==> src/rtl/logic_gates_dataflow_model_design.sv <==
// Bitwise two-input gate unit: AND, NAND, OR, NOR, NOT(a), XOR and XNOR of a/b
// computed in parallel. REG_OUT selects one-cycle registered outputs or a
// purely combinational path; in_valid only travels alongside as out_valid.
module logic_gates_dataflow_model_design #(
  parameter int WIDTH   = 1,
  parameter bit REG_OUT = 1'b1
) (
  input  logic             clk,
  input  logic             rst,
  input  logic             in_valid,
  input  logic [WIDTH-1:0] a,
  input  logic [WIDTH-1:0] b,
  output logic [WIDTH-1:0] yand,
  output logic [WIDTH-1:0] ynand,
  output logic [WIDTH-1:0] yor,
  output logic [WIDTH-1:0] ynor,
  output logic [WIDTH-1:0] ynot,
  output logic [WIDTH-1:0] yxor,
  output logic [WIDTH-1:0] yxnor,
  output logic             out_valid
);

  // Gate functions, strictly per bit position: no carry, no cross-bit terms,
  // so an X on one input bit only reaches the result bits at that position.
  logic [WIDTH-1:0] and_c;
  logic [WIDTH-1:0] nand_c;
  logic [WIDTH-1:0] or_c;
  logic [WIDTH-1:0] nor_c;
  logic [WIDTH-1:0] not_c;
  logic [WIDTH-1:0] xor_c;
  logic [WIDTH-1:0] xnor_c;

  assign and_c  = a & b;
  assign nand_c = ~(a & b);
  assign or_c   = a | b;
  assign nor_c  = ~(a | b);
  assign not_c  = ~a;
  assign xor_c  = a ^ b;
  assign xnor_c = ~(a ^ b);

  generate
    if (REG_OUT) begin : g_reg
      // Result and valid registers; the results load every cycle regardless of
      // in_valid, and reset clears all of them (complemented outputs included).
      // NOTE: sequential state uses non-blocking assignments so every register
      // samples the pre-edge values of its sources, independent of statement order.
      always_ff @(posedge clk or posedge rst) begin
        if (rst) begin
          yand      <= '0;
          ynand     <= '0;
          yor       <= '0;
          ynor      <= '0;
          ynot      <= '0;
          yxor      <= '0;
          yxnor     <= '0;
          out_valid <= 1'b0;
        end else begin
          yand      <= and_c;
          ynand     <= nand_c;
          yor       <= or_c;
          ynor      <= nor_c;
          ynot      <= not_c;
          yxor      <= xor_c;
          yxnor     <= xnor_c;
          out_valid <= in_valid;
        end
      end
    end else begin : g_comb
      // Zero-latency variant: clk and rst are present only for port
      // compatibility; outputs track the inputs continuously.
      assign yand      = and_c;
      assign ynand     = nand_c;
      assign yor       = or_c;
      assign ynor      = nor_c;
      assign ynot      = not_c;
      assign yxor      = xor_c;
      assign yxnor     = xnor_c;
      assign out_valid = in_valid;
    end
  endgenerate

endmodule

==> config.mk <==
export PLATFORM = sky130hd
export DESIGN_NAME = logic_gates_dataflow_model_design
export DESIGN_NICKNAME = d
export VERILOG_FILES = /design/src/rtl/logic_gates_dataflow_model_design.sv
export SDC_FILE = /design/constraint.sdc
export NUM_CORES = 1
export LEC_CHECK = 0
export ABC_AREA = 1
export CAP_MARGIN = 20
export CORE_AREA = 10 10 47 49
export DETAILED_ROUTE_END_ITERATION = 8
export DIE_AREA = 0 0 57 59
export MAX_ROUTING_LAYER = met4
export PLACE_DENSITY = 0.47
export RECOVER_POWER = 25
export SYNTH_ARGS = -nofsm -noshare
export SYNTH_HDL_FRONTEND = slang
export SYNTH_SLANG_ARGS = --single-unit
export TNS_END_PERCENT = 1
==> constraint.sdc <==
create_clock -name clk -period 0.9 [get_ports clk]
set_input_delay 0.225 -clock clk [delete_from_list [all_inputs] [get_ports clk]]
set_output_delay 0.225 -clock clk [all_outputs]
set_load 0.02 [all_outputs]
==> flow_summary.json <==
{
  "clockBufferDepth": 2,
  "start_util": 0.195,
  "path_buf_inv": 1,
  "synth_edf_count": 0,
  "status": "complete, but fails checks",
  "core-area_um2": 1400,
  "synth_cell_types": 3,
  "drt-pass1-iter-count": 1,
  "post-route-period-util": 1.08,
  "endpoint": "yor",
  "seq_area_frac_synth": 0.734,
  "leakagePower_nw": 0.236,
  "max_stage_delay_ns": 0.35,
  "max_freq_mhz": 1030,
  "cts_htree_levels": 1,
  "fin_area_um2": 450,
  "antenna_found_initial": 0,
  "synth_top_area_cell": "dfrtp_1",
  "synth_seq_cells": 8,
  "worstMarginPinSlew_ns": 0.277,
  "rsz0062_at_grt": "true",
  "finalSetupViolations": 8,
  "floorplan.die.width_um": 57,
  "post-cts-setup-buffers": 0,
  "cp_top_family": "flip-flops",
  "synth.avg_cell_area_um2": 15.2,
  "drt-vias-per-instance": 3.39,
  "synth_common_cells": "dfrtp_1 (8), inv_1 (6), ha_1 (4)",
  "grt_use_total": 0.0408,
  "period_needed_ns": 0.975,
  "hold_viol_final": 0,
  "async_flop_share": 1.00,
  "peakVddDrop_uv": 408,
  "fin_nets": 46,
  "final_antenna_net_count": 0,
  "hp-class": "in2async",
  "cap_violations": 0,
  "start_kind": "flip-flop",
  "die_y_um": 59,
  "yosys.cell_count.top_type": "dfrtp_1",
  "place_area_um2": 428,
  "power_w": 0.000772,
  "max_slew_margin": 0.815,
  "grt_pass1_wl_um": 903,
  "cts.sinks": 8,
  "clkTransAtPathRegs_ns": 0.05,
  "ios": 13,
  "path_class": "reg2out",
  "powerDensity_nw_per_um2": 1710,
  "fillers": 145,
  "violations": "negative setup slack",
  "wl_um": 581,
  "place.gp.congestion": 0.662,
  "num_rows": 14,
  "yosys-top-cells-area": "dfrtp_1 (73%), ha_1 (18%), inv_1 (8.3%)",
  "crit_cells": 1,
  "syn_area_um2": 273,
  "critical_path_peak_fanout": 1,
  "synth.top_cell.area_share": 0.734,
  "globalRouteOverflowTotal": 0,
  "arrival_ns": 0.75,
  "wl_per_cell_um": 11.4,
  "vias": 173,
  "synth_fp_nets": 27,
  "cp_slowest_cell": "dfrtp_1",
  "slew_violations": 0,
  "die_area_um2": 3360,
  "drc": 0,
  "cts_tree": "built",
  "crit_path_start": "yor",
  "syn_to_final_growth_pct": 65.1,
  "yosysWarnings": 0,
  "cts_buffers": 3,
  "diodes": 0,
  "final_layout_size_suffix_gt1_frac": 0.457,
  "grt_max_degree": 9,
  "layout_setup_ws_ns": -0.0754,
  "crit_required_ns": 0.67,
  "syn_inst": 18,
  "ctsRootBufferMaster": "clkbuf_4",
  "crit_chain": "buf_2",
  "synth_ff_type": "dfrtp_1",
  "grt_pass1_vias": 207,
  "numPortBuffers": 12,
  "drt_iter0_markers": 0,
  "end_kind": "output port",
  "place_hpwl_um": 437
}
[metrics by stage]
| step | hold WS, ns | setup slack (ns) | TNS (ns) | instances | util |
|---|---|---|---|---|---|
| after floorplan | 0.0407 | 0.212 | 0 | 18 | - |
| after global placement | 0.478 | -0.317 | -3.22 | 48 | 0.305 |
| after detailed placement | 0.478 | -0.336 | -3.31 | 48 | 0.305 |
| after CTS | 0.219 | -0.0856 | -0.702 | 51 | 0.320 |
| after global routing | 0.373 | -0.114 | -0.794 | 51 | 0.321 |
| final | 0.349 | -0.0754 | -0.576 | 51 | 0.321 |
[area by class of cell]
type,instances,area [µm²],share of cell area
Clock buffer,3,22.5,0.0500
Tap cell,16,20.0,0.0444
Sequential cell,8,200,0.444
Multi-Input combinational cell,4,62.6,0.139
Inverter,6,22.5,0.0500
Timing Repair Buffer,14,123,0.272
[worst min-delay path by stage]
stage / startpoint / end / slack [ns]
after floorplan: rst / out_valid / 0.04
after global placement: rst / ynor / 0.48
after detailed placement: rst / out_valid / 0.48
after CTS: rst / out_valid / 0.22
after global routing: rst / yor / 0.37
final: rst / out_valid / 0.35
[where the power goes]
group	switching [W]	internal (W)
combinational	0.0000659	0.0000580
sequential	0.00000718	0.000383
clock	0.000107	0.000152
[cell usage in the layout (no fill, tap or decap), types with 2 or more instances in the layout]
| cell | count |
|---|---|
| dfrtp_1 | 8 |
| inv_1 | 4 |
| buf_2 | 4 |
| buf_6 | 4 |
| ha_1 | 3 |
| clkbuf_4 | 3 |
| inv_2 | 2 |
| buf_4 | 2 |
[flip-flops by register name (all words and copies together), names as in the netlist]
| register | flops |
|---|---|
| out_valid | 1 |
| yand | 1 |
| ynand | 1 |
| ynor | 1 |
| ynot | 1 |
| yor | 1 |
| yxnor | 1 |
| yxor | 1 |
[repair_timing]
item / CTS / global route
resized for setup: 42 / 3
hold buffers: 0 / 0
setup endpoints to repair: 10 / 11
[kinds of logic (layout without fill, tap and decap cells)]
group,Yosys count,after routing,synth area share
flip-flops,8,8,0.734
adder cells (fa/ha/maj),4,4,0.183
buffers and inverters,6,23,0.0826
[layer usage]
layer / global-route usage / vias up / part of all wire
met2: 0.0481 / 15 / 0.35
met4: 0.0403 / 0 / 0.043
li1: - / 84 / -
met1: 0.0341 / 70 / 0.41
met3: 0.0429 / 4 / 0.19
met5: - / - / 0
Power figures use the tool's default switching activity.
